==> src/rtl/fibo_pkg.sv <==
`default_nettype none
// ============================================================
// fibo_pkg : state encoding, mode and seed constants for fibo_seq_gen
// Revision : 1.0
// ============================================================
package fibo_pkg;

   localparam logic [0:0] ST_IDLE = 1'b0;
   localparam logic [0:0] ST_CALC = 1'b1;

   localparam logic MODE_FIB = 1'b0;
   localparam logic MODE_LUC = 1'b1;

   localparam int unsigned FIB_S0 = 0;
   localparam int unsigned FIB_S1 = 1;
   localparam int unsigned LUC_S0 = 2;
   localparam int unsigned LUC_S1 = 1;

   function automatic int unsigned seed0_of(input logic mode);
      return (mode == MODE_LUC) ? LUC_S0 : FIB_S0;
   endfunction

   function automatic int unsigned seed1_of(input logic mode);
      return (mode == MODE_LUC) ? LUC_S1 : FIB_S1;
   endfunction

endpackage
`default_nettype wire

==> src/rtl/fibo_step.sv <==
`default_nettype none
// ============================================================
// fibo_step : one recurrence step (a,b) -> (b, a+b) with carry out
// Revision  : 1.0
// ============================================================
module fibo_step #(
   parameter int RES_W = 20
) (
   input  logic [RES_W-1:0] a_i,
   input  logic [RES_W-1:0] b_i,
   output logic [RES_W-1:0] a_o,
   output logic [RES_W-1:0] b_o,
   output logic             carry_o
);
   import fibo_pkg::*;

   logic [RES_W:0] w_sum;

   assign w_sum   = {1'b0, a_i} + {1'b0, b_i};
   assign a_o     = b_i;
   assign b_o     = w_sum[RES_W-1:0];
   assign carry_o = w_sum[RES_W];

endmodule
`default_nettype wire

==> src/rtl/fibo_seq_gen.sv <==
`default_nettype none
// ============================================================
// fibo_seq_gen : iterative i-th term of a Fibonacci/Lucas recurrence
//                optional custom seeds via FIBO_CUSTOM_SEED_EN
// Revision     : 1.0
// ============================================================
module fibo_seq_gen #(
   parameter int IDX_W = 5,
   parameter int RES_W = 20
) (
   input  logic             clk,
   input  logic             reset,
   input  logic             start,
   input  logic [IDX_W-1:0] i,
   input  logic             mode,
`ifdef FIBO_CUSTOM_SEED_EN
   input  logic             use_seed,
   input  logic [RES_W-1:0] seed0,
   input  logic [RES_W-1:0] seed1,
`endif
   output logic             busy,
   output logic             finish,
   output logic [RES_W-1:0] result,
   output logic             overflow
);
   import fibo_pkg::*;

   logic [0:0]       state_q, state_d;
   logic [RES_W-1:0] a_q, a_d, b_q, b_d;
   logic [IDX_W-1:0] cnt_q, cnt_d;
   logic             ovf_acc_q, ovf_acc_d;
   logic [RES_W-1:0] result_q, result_d;
   logic             ovf_q, ovf_d;
   logic             finish_q, finish_d;

   logic [RES_W-1:0] w_next_a, w_next_b;
   logic             w_carry;
   logic [RES_W-1:0] w_seed0, w_seed1;

   fibo_step #(.RES_W(RES_W)) u_step (
      .a_i     (a_q),
      .b_i     (b_q),
      .a_o     (w_next_a),
      .b_o     (w_next_b),
      .carry_o (w_carry)
   );

`ifdef FIBO_CUSTOM_SEED_EN
   assign w_seed0 = use_seed ? seed0 : RES_W'(seed0_of(mode));
   assign w_seed1 = use_seed ? seed1 : RES_W'(seed1_of(mode));
`else
   assign w_seed0 = RES_W'(seed0_of(mode));
   assign w_seed1 = RES_W'(seed1_of(mode));
`endif

   always_ff @(posedge clk) begin
      if (reset) begin
         state_q   <= ST_IDLE;
         a_q       <= '0;
         b_q       <= '0;
         cnt_q     <= '0;
         ovf_acc_q <= 1'b0;
         result_q  <= '0;
         ovf_q     <= 1'b0;
         finish_q  <= 1'b0;
      end else begin
         state_q   <= state_d;
         a_q       <= a_d;
         b_q       <= b_d;
         cnt_q     <= cnt_d;
         ovf_acc_q <= ovf_acc_d;
         result_q  <= result_d;
         ovf_q     <= ovf_d;
         finish_q  <= finish_d;
      end
   end

   always_comb begin
      state_d   = state_q;
      a_d       = a_q;
      b_d       = b_q;
      cnt_d     = cnt_q;
      ovf_acc_d = ovf_acc_q;
      result_d  = result_q;
      ovf_d     = ovf_q;
      finish_d  = 1'b0;
      case (state_q)
         ST_IDLE: begin
            if (start) begin
               state_d   = ST_CALC;
               a_d       = w_seed0;
               b_d       = w_seed1;
               cnt_d     = i;
               ovf_acc_d = 1'b0;
            end
         end
         ST_CALC: begin
            if (cnt_q != '0) begin
               a_d       = w_next_a;
               b_d       = w_next_b;
               cnt_d     = cnt_q - IDX_W'(1);
               // the last step only refreshes b, which is never reported
               ovf_acc_d = ovf_acc_q | (w_carry & (cnt_q > IDX_W'(1)));
            end else begin
               result_d = a_q;
               ovf_d    = ovf_acc_q;
               finish_d = 1'b1;
               state_d  = ST_IDLE;
            end
         end
         default: state_d = ST_IDLE;
      endcase
   end

   always_comb begin
      busy     = (state_q == ST_CALC);
      finish   = finish_q;
      result   = result_q;
      overflow = ovf_q;
   end

endmodule
`default_nettype wire
==> config.mk <==
export PLATFORM = sky130hd
export DESIGN_NAME = fibo_seq_gen
export DESIGN_NICKNAME = d
export VERILOG_FILES = /design/src/rtl/fibo_pkg.sv /design/src/rtl/fibo_step.sv /design/src/rtl/fibo_seq_gen.sv
export SDC_FILE = /design/constraint.sdc
export NUM_CORES = 1
export LEC_CHECK = 0
export CAP_MARGIN = 10
export CORE_ASPECT_RATIO = 1.25
export CORE_MARGIN = 8
export CORE_UTILIZATION = 47
export CTS_CLUSTER_DIAMETER = 150
export DETAILED_ROUTE_END_ITERATION = 7
export GPL_ROUTABILITY_DRIVEN = 0
export PLACE_DENSITY = 0.68
export SETUP_SLACK_MARGIN = 0.1
export SLEW_MARGIN = 40
export SYNTH_ARGS = -nofsm -noshare
export SYNTH_HDL_FRONTEND = slang
export SYNTH_SLANG_ARGS = --single-unit
==> constraint.sdc <==
create_clock -name clk -period 3.6 [get_ports clk]
set_clock_uncertainty 0.2 [all_clocks]
set_input_delay 0.36 -clock clk [delete_from_list [all_inputs] [get_ports clk]]
set_output_delay 0.36 -clock clk [all_outputs]
set_load 0.02 [all_outputs]
-- Word level (Yosys, flattened, before mapping)
Index checks and enable logic that the tools add are counted.
- register bits: 69
- bits of input ports: 9
- output and inout bits: 23
- logic and storage cells: 38
- add/subtract/negate cells: 2
- order comparisons: 1
- equal/unequal tests: 2
- muxes and demuxes: 17
- bitwise operators: 4
- reduce and logical (&&, ||, !) cells: 4
- operators by type and width (kind ; count):
    $mux W20 ; 4
    $pmux W20 S2 ; 2
    $add A20 B20 Y21 ; 1
    $mux W5 ; 2
    $pmux W5 S2 ; 1
    $gt A5 B1 Y1 const B ; 1
    $mux W1 ; 5
    $reduce_bool A5 Y1 ; 1
    $sub A5 B1 Y5 const B ; 1
    $pmux W1 S2 ; 2
    $reduce_and A2 Y1 ; 2
    $mux W2 ; 1
    $ne A2 B1 Y1 const B ; 1
    $ne A2 B2 Y1 const B ; 1
    $not A1 Y1 ; 2
    $reduce_or A2 Y1 ; 1
    $and A1 B1 Y1 ; 1
    $or A1 B1 Y1 ; 1

-- Logic depth before layout (Yosys ltp)
Gate-level depths: netlist of the first run.
- depth in word-level cells: 5
- gate-level depth with buffers: 10
- mapped depth without buffers: 10

-- By module
A second synthesis of the first run with hierarchy kept.
- cell total of the unflattened synthesis: 409
- area, all modules: 3701.0 um2
- by module, submodules not included (module ; times used ; cells an instance ; area each (um2) ; seq. area each (um2)):
    fibo_seq_gen ; 1 ; 247 ; 2538.7 ; 1381.3
    fibo_step ; 1 ; 162 ; 1162.4 ; 0.0

-- Worst setup path before layout of the first run
OpenSTA, ideal clock, no wires.
- kind: register to register
- start point: register a_q[0]
- end point: register b_q[18]
- setup time: 0.127 ns
- data arrival time: 2.131 ns
- data required time: 3.273 ns
- slack: 1.141 ns
- stages on the path, launching flop included: 11
- buffers on the path: 0
- clock period less this slack: 2.459 ns
- cells stage by stage: dfxtp_1 > ha_1 > fa_1 > a21o_1 > nand4_1 > a31oi_1 > o21ai_1 > a21oi_1 > o41ai_1 > mux2i_1 > o211ai_1
- cells in the longest elaborated chain, start to end: 3
- ends and longest elaborated chain (element ; RTL line ; RTL):
    start, declared ; fibo_seq_gen.sv:29 ; logic [RES_W-1:0] a_q, a_d, b_q, b_d;
    start signal, assigned ; fibo_seq_gen.sv:59 ; a_q <= '0;
    start signal, assigned ; fibo_seq_gen.sv:68 ; a_q <= a_d;
    $add A20 B20 Y21 ; fibo_step.sv:19 ; assign w_sum = {1'b0, a_i} + {1'b0, b_i};
    $mux W20 ; fibo_seq_gen.sv:98 ; if (cnt_q != '0) begin
    $pmux W20 S2 ; fibo_seq_gen.sv:87 ; case (state_q)
    end signal, assigned ; fibo_seq_gen.sv:60 ; b_q <= '0;
    end signal, assigned ; fibo_seq_gen.sv:69 ; b_q <= b_d;
    end, declared ; fibo_seq_gen.sv:29 ;
No other way between the ends. The select of a mux whose other input is x is not followed.
A chain may end at the register's enable or synchronous reset.

-- Worst setup path in the final report of the first run
Ends and elaborated chain as after synthesis.

==> results of run 1 <==
==> power by group <==
part	internal, mW	switching [mW]	total (mW)	leakage [nW]
Combinational	0.0478	0.110	0.158	0.888
Clock	0.263	0.275	0.539	0.0833
Sequential	0.778	0.0156	0.793	0.558
Total	1.09	0.401	1.49	1.53
==> how the worst max path moves through the flow <==
stage | from | end | cells after the start
6_report | a_q[0]$_SDFFE_PP0P_ | b_q[18]$_SDFFE_PP0P_ | 10
2_1_floorplan | a_q[0]$_SDFFE_PP0P_ | b_q[18]$_SDFFE_PP0P_ | 10
5_1_grt | a_q[0]$_SDFFE_PP0P_ | b_q[18]$_SDFFE_PP0P_ | 10
3_3_place_gp | a_q[0]$_SDFFE_PP0P_ | b_q[18]$_SDFFE_PP0P_ | 10
3_5_place_dp | a_q[0]$_SDFFE_PP0P_ | b_q[18]$_SDFFE_PP0P_ | 10
4_1_cts | a_q[0]$_SDFFE_PP0P_ | b_q[18]$_SDFFE_PP0P_ | 10
==> logic make-up after synthesis <==
group,Yosys count,synth area share (%)
fa+ha+maj,24,9.18
buf+inv,27,3.32
flops,69,41.2
simple gates,149,19.0
mux,4,1.19
xor+xnor,12,3.13
compound gates,114,23.0
==> metal layers <==
metal	wire (um)	vias to the layer above	global-route usage, %
li1	-	1452	-
met4	165	0	5.26
met2	3570	44	24.7
met5	0	-	0
met3	308	11	5.08
met1	3410	1348	18.4
==> stage by stage <==
stage                     util (%)  power (mW)
after floorplan                  -       0.916
after global placement        53.7       0.965
after detailed placement      53.7       0.970
after CTS                     56.0        1.50
after global routing          56.0        1.56
final                         56.0        1.49
==> layout make-up <==
type                       count  area (sq um)
tap                           90           113
sequential                    69          1380
inverter                       6          22.5
clock buffer                  13           149
multi-input combinational    303          1860
fill                         645          3050
clock inverter                 2          10.0
timing repair buffer          36           343
==> state kept, by name (all words and copies together), names as in the netlist <==
signal and count:
a_q 20, b_q 20, busy 1, cnt_q 5, finish 1, overflow 1
ovf_acc_q 1, result 20
==> placed cells by master (no fill, tap or decap), types with 2 or more instances in the layout <==
master            n
clkdlybuf4s50_1  30
buf_4             5
a21oi_2           2
a211oi_1          5
nand2b_1          3
nor2_2            2
xnor2_1           7
o21ai_0          10
nand3b_1          2
and2_1            2
o211ai_1          2
a21o_1            8
o21ai_1           9
nor3_1            6
a22oi_1          27
and3_1            2
inv_1             6
nor3b_1           3
dfxtp_1          69
xor2_1            5
clkbuf_1          3
nand3_1           3
a2111oi_0         2
nor2b_1           3
clkinv_2          2
a21oi_1          31
clkbuf_8         10
mux2i_1           4
nand2_1          67
nor2_1           51
ha_1             23
o31ai_1           3
==> worst max-delay path, cell delays in order, from the launching register on <==
cell,delay (ps)
dfxtp_1,330
ha_1,230
fa_1,410
a21o_1,190
nand4_1,110
a31oi_1,120
o21ai_1,190
a21oi_1,130
o41ai_1,340
mux2i_1,240
o211ai_1,100
==> load_flow_metrics.sql, run 1 <==
INSERT INTO impl_metrics (metric_group, metric, value, unit) VALUES
('detailed_routing', 'finalWirelength', '7.45', 'mm'),
('floorplanning', 'fp.dieArea', '10100', 'sq um'),
('logic_synthesis', 'synth_enable_flop_cells', '0', ''),
('layout', 'syn2layout_area_growth', '15.7', '%'),
('clock_tree', 'ctsResizeCount', '0', ''),
('floorplanning', 'floorplan.initialDensity', '48.4', '%'),
('logic_synthesis', 'synthMostInstantiatedCell', 'dfxtp_1', ''),
('critical_path', 'worstRegToRegCells', '10', ''),
('critical_path', 'cp_data_required_time', '3610', 'ps'),
('critical_path', 'critPathLaunchType', 'flip-flop', ''),
('global_routing', 'pin_count_of_the_biggest_net_entering_global_routing', '49', ''),
('clock_tree', 'ctsHtreeMaxLevel', '3', ''),
('clock_tree', 'cts-buffers-inserted', '9', ''),
('power_and_ir_drop', 'static-leakage-power', '1.53', 'nW'),
('timing', 'finalHoldViolCount', '0', ''),
('timing', 'tightestPinTransition', '520', 'ps'),
('placement', 'place.detailed.instances', '504', ''),
('logic_synthesis', 'fraction_of_post_synthesis_cell_area_in_the_top_cell_type_by_area', '41.2', '%'),
('logic_synthesis', 'synth_top_cells_by_area', 'dfxtp_1 (41%), ha_1 (8.6%), nand2_1 (7.5%), a22oi_1 (6.0%), nor2_1 (5.8%)', ''),
('critical_path', 'regToRegSetupSlack', '870', 'ps'),
('power_and_ir_drop', 'pwr_density_cell', '384', 'nW/um^2'),
('worst_hold_path', 'min_delay_worst_endpoint', 'a_q[12]$_SDFFE_PP0P_', ''),
('clock_tree', 'cts-root-to-sink-buffers', '2', ''),
('placement', 'dp_hpwl', '5.10', 'mm'),
('timing', 'final_period_minus_worst_setup_slack', '2730', 'ps'),
('clock_tree', 'cts_hold_buf', '0', ''),
('timing', 'grt_setup_unrepaired', 'no', ''),
('clock_tree', 'clock_latency', '350', 'ps'),
('detailed_routing', 'via_count', '2855', ''),
('logic_synthesis', 'synth.top_cells.by_count', 'dfxtp_1 (69), nand2_1 (67), nor2_1 (52), a21oi_1 (31), a22oi_1 (27)', ''),
('clock_tree', 'ctsRootBufferMaster', 'clkbuf_8', ''),
('placement', 'port_buffers', '31', ''),
('worst_hold_path', 'hp-start', 'reset', ''),
('timing', 'timing.slew.headroom', '65.1', '%'),
('critical_path', 'launching_point_of_the_worst_reg2reg_path', 'a_q[0]$_SDFFE_PP0P_', ''),
('timing', 'timing.setup.tns', '0', 'ps'),
('logic_synthesis', 'ys_seq_area_share', '41.2', '%'),
('logic_synthesis', 'netlist.top_cell.by_area', 'dfxtp_1', ''),
('flow_run', 'drv.max_cap_violation_count', '0', ''),
('floorplanning', 'die-width', '91.6', 'um'),
('detailed_routing', 'antenna_violating_nets_post_route', '0', ''),
('timing', 'timing_limited_maximum_frequency', '366', 'MHz'),
('global_routing', 'antenna_found_initial', '0', ''),
('critical_path', 'timing.setup.critical_path_class', 'reg2reg', ''),
('layout', 'fin_area', '3880', 'sq um'),
('placement', 'dp_slack', '926', 'ps'),
('global_routing', 'grt-ovfl-total', '0', ''),
('outcome', 'outcome', 'finished clean', ''),
('logic_synthesis', 'synth.lib_cells_used.distinct', '52', ''),
('floorplanning', 'coreArea', '6930', 'sq um'),
('detailed_routing', 'number_of_design_rule_violations_left_after_detail_routing', '0', ''),
('layout', 'layout-drive-gt1-share', '6.76', '%'),
('worst_hold_path', 'hold_path.class', 'in2reg', ''),
('detailed_routing', 'wl_cell', '14.4', 'um'),
('floorplanning', 'number_of_placed_i_o_pins', '32', ''),
('clock_tree', 'clock_sink_count', '69', ''),
('global_routing', 'grt_pass1_wl', '12.9', 'mm'),
('detailed_routing', 'first_iteration_detailed_routing_drc_count', '132', ''),
('logic_synthesis', 'synthesis.instances', '399', ''),
('logic_synthesis', 'synth-async-reset-ratio', '0', '%'),
('floorplanning', 'chipHeight', '110', 'um'),
('critical_path', 'crit_arrival', '2740', 'ps'),
('layout', 'antennaDiodeCount', '0', ''),
('logic_synthesis', 'postSynth.topFlopCell', 'dfxtp_1', ''),
('layout', 'final_cells', '519', ''),
('clock_tree', 'postCtsSetupRepairBufs', '0', ''),
('critical_path', 'crit-reg2reg-capture', 'b_q[18]$_SDFFE_PP0P_', ''),
('clock_tree', 'cts.clk_slew.worst_paths', '70', 'ps'),
('logic_synthesis', 'synth.net_count', '432', ''),
('detailed_routing', 'drt_pre_antenna_iters', '4', ''),
('critical_path', 'crit_path_max_fanout', '3', '');
Power figures use the tool's default switching activity.
==> inputs of run 2 (changes only) <==
- clock period: 3.6 -> 2.6 ns (I/O delays scaled with it)
==> load_flow_metrics.sql, run 2 (same netlist as run 1, synthesis figures left out) <==
INSERT INTO impl_metrics (metric_group, metric, value, unit) VALUES
('power_and_ir_drop', 'static-leakage-power', '1.61', 'nW'),
('critical_path', 'critPathLaunchType', 'flip-flop', ''),
('placement', 'port_buffers', '31', ''),
('clock_tree', 'cts.clk_slew.worst_paths', '80', 'ps'),
('clock_tree', 'ctsRootBufferMaster', 'clkbuf_8', ''),
('timing', 'timing_limited_maximum_frequency', '406', 'MHz'),
('timing', 'finalMaxSlewViolations', '0', ''),
('floorplanning', 'die-width', '91.6', 'um'),
('clock_tree', 'cts_tree', 'built', ''),
('global_routing', 'antenna_found_initial', '0', ''),
('power_and_ir_drop', 'comb_power_share', '10.8', '%'),
('worst_hold_path', 'hold_path.class', 'in2reg', ''),
('power_and_ir_drop', 'power.total', '2.27', 'mW'),
('placement', 'place.detailed.instances', '514', ''),
('timing', 'tightestPinTransition', '469', 'ps'),
('layout', 'syn2layout_area_growth', '25.7', '%'),
('critical_path', 'crit_arrival', '2500', 'ps'),
('power_and_ir_drop', 'pwr_density_cell', '537', 'nW/um^2'),
('clock_tree', 'cts-buffers-inserted', '9', ''),
('floorplanning', 'coreArea', '6930', 'sq um'),
('floorplanning', 'floorplan.initialDensity', '48.4', '%'),
('floorplanning', 'floorplan.rows', '34', ''),
('power_and_ir_drop', 'internal_power', '1.67', 'mW'),
('clock_tree', 'clock_sink_count', '69', ''),
('timing', 'finalSetupViolCount', '0', ''),
('critical_path', 'crit-reg2reg-capture', 'b_q[19]$_SDFFE_PP0P_', ''),
('flow_run', 'drv.max_cap_violation_count', '0', ''),
('power_and_ir_drop', 'p_clk_share', '41.0', '%'),
('worst_hold_path', 'hp-start', 'reset', ''),
('clock_tree', 'cts-root-to-sink-buffers', '2', ''),
('global_routing', 'grt_pass1_vias', '2853', ''),
('layout', 'layout-drive-gt1-share', '16.6', '%'),
('power_and_ir_drop', 'share_seq_of_total_power', '48.2', '%'),
('floorplanning', 'number_of_placed_i_o_pins', '32', ''),
('layout', 'layout.filler_cells', '611', ''),
('layout', 'layout.cells.most_common', 'nand2_1', ''),
('critical_path', 'timing.setup.critical_path_class', 'reg2reg', ''),
('global_routing', 'grtUsageTotal', '15.8', '%'),
('timing', 'grt_setup_unrepaired', 'yes', ''),
('critical_path', 'worstSetupStartpoint', 'b_q[12]$_SDFFE_PP0P_', ''),
('timing', 'final_period_minus_worst_setup_slack', '2460', 'ps'),
('layout', 'final_cell_mix', 'nand2_1 (67), dfxtp_1 (61), nor2_1 (52)', ''),
('detailed_routing', 'wl_cell', '14.7', 'um'),
('floorplanning', 'chipHeight', '110', 'um'),
('timing', 'finalHoldViolCount', '0', ''),
('power_and_ir_drop', 'max-vdd-ir-drop', '0.317', 'mV'),
('worst_hold_path', 'min_delay_worst_endpoint', 'a_q[19]$_SDFFE_PP0P_', ''),
('timing', 'layout_worst_path_cycle_share', '94.8', '%'),
('clock_tree', 'ctsHtreeMaxLevel', '3', ''),
('layout', 'fin_area', '4220', 'sq um'),
('power_and_ir_drop', 'swShare', '26.1', '%'),
('power_and_ir_drop', 'power.switching', '591', 'uW'),
('detailed_routing', 'first_iteration_detailed_routing_drc_count', '148', ''),
('timing', 'timing.slew.headroom', '67.9', '%'),
('global_routing', 'grt-ovfl-total', '0', ''),
('layout', 'finalCoreUtilization', '60.8', '%'),
('layout', 'final_nets', '473', ''),
('critical_path', 'regToRegSetupSlack', '140', 'ps'),
('placement', 'dp_slack', '-25.2', 'ps'),
('placement', 'dp_hpwl', '5.20', 'mm'),
('detailed_routing', 'antenna_violating_nets_post_route', '0', ''),
('layout', 'final_cells', '535', ''),
('detailed_routing', 'vias_per_cell', '5.46', ''),
('outcome', 'outcome', 'finished clean', ''),
('timing', 'final_setup_margin', '135', 'ps'),
('worst_hold_path', 'timing.hold.worst_path_depth', '2', ''),
('layout', 'antennaDiodeCount', '0', ''),
('placement', 'postPlaceCellArea', '3800', 'sq um'),
('detailed_routing', 'finalWirelength', '7.88', 'mm'),
('critical_path', 'cp_data_required_time', '2640', 'ps'),
('detailed_routing', 'via_count', '2923', ''),
('detailed_routing', 'drt_pre_antenna_iters', '4', ''),
('floorplanning', 'fp.dieArea', '10100', 'sq um'),
('critical_path', 'launching_point_of_the_worst_reg2reg_path', 'b_q[12]$_SDFFE_PP0P_', ''),
('clock_tree', 'clock_latency', '350', 'ps'),
('global_routing', 'grt_pass1_wl', '13.3', 'mm'),
('critical_path', 'crit_path_max_fanout', '3', ''),
('detailed_routing', 'number_of_design_rule_violations_left_after_detail_routing', '0', ''),
('critical_path', 'worstRegToRegCells', '9', ''),
('critical_path', 'worstSetupEndpointType', 'flip-flop', ''),
('global_routing', 'pin_count_of_the_biggest_net_entering_global_routing', '39', '');
[run 2: changes by cell type in the layout (fill, tap and decap cells not counted), moves of 5 or more]
| cell | change |
|---|---|
| buf_4 | +15 |
| dfxtp_1 | -8 |
| ha_1 | -7 |
| ha_4 | +6 |
| dfxtp_2 | +5 |
[run 2: how the worst max path moves through the flow]
stage                                 endpoint  cells after the start  slack (ps)
after global placement    b_q[18]$_SDFFE_PP0P_                     10          50
final                     b_q[19]$_SDFFE_PP0P_                      9         140
after floorplan           b_q[18]$_SDFFE_PP0P_                     10         140
after detailed placement  b_q[18]$_SDFFE_PP0P_                     10         -30
after CTS                 b_q[19]$_SDFFE_PP0P_                      8         110
after global routing      b_q[18]$_SDFFE_PP0P_                     10          30
[run 2: routing by layer]
metal / routed length (um) / GRT usage [%]
met4: 163 / 7.89
met5: 0 / 0
met2: 3910 / 26.9
met3: 240 / 3.05
met1: 3560 / 18.2
[run 2: cell type report]
type	count	area [sq um]	area share, %
sequential	69	1400	33.2
clock buffer	13	169	4.01
timing repair buffer	51	455	10.8
tap	90	113	2.67
multi-input combinational	303	2010	47.8
clock inverter	3	42.5	1.01
inverter	6	22.5	0.534
[run 2: power groups by stage]
stage               logic, mW  clock network [mW]  registers [mW]
finish                  0.245               0.930            1.09
detailed placement      0.237                   0            1.12
global route            0.274               0.992            1.09
global placement        0.234                   0            1.12
floorplan               0.150                   0            1.12
CTS                     0.241               0.945            1.09
[run 2: critical path, stage by stage (launching register included)]
cell      delay (ps)
dfxtp_4          360
ha_4             250
a21oi_4          130
and2_4           150
or3b_4           390
o211ai_4         220
o22ai_4          120
a221oi_2         310
xor2_1           160
o21ai_1           70
[run 2: repair_timing]
| action | CTS | global route |
|---|---|---|
| buffers inserted | 1 | 4 |
| setup endpoints to repair | 6 | 7 |
| gates resized for setup | 11 | 24 |
| hold buffers | 0 | 0 |
| pin swaps | 2 | 14 |
[run 2: per-stage QoR]
stage	setup TNS [ps]	hold WS, ps
floorplan	0	196
global placement	0	241
detailed placement	-25.2	246
CTS	0	121
global route	0	144
finish	0	142
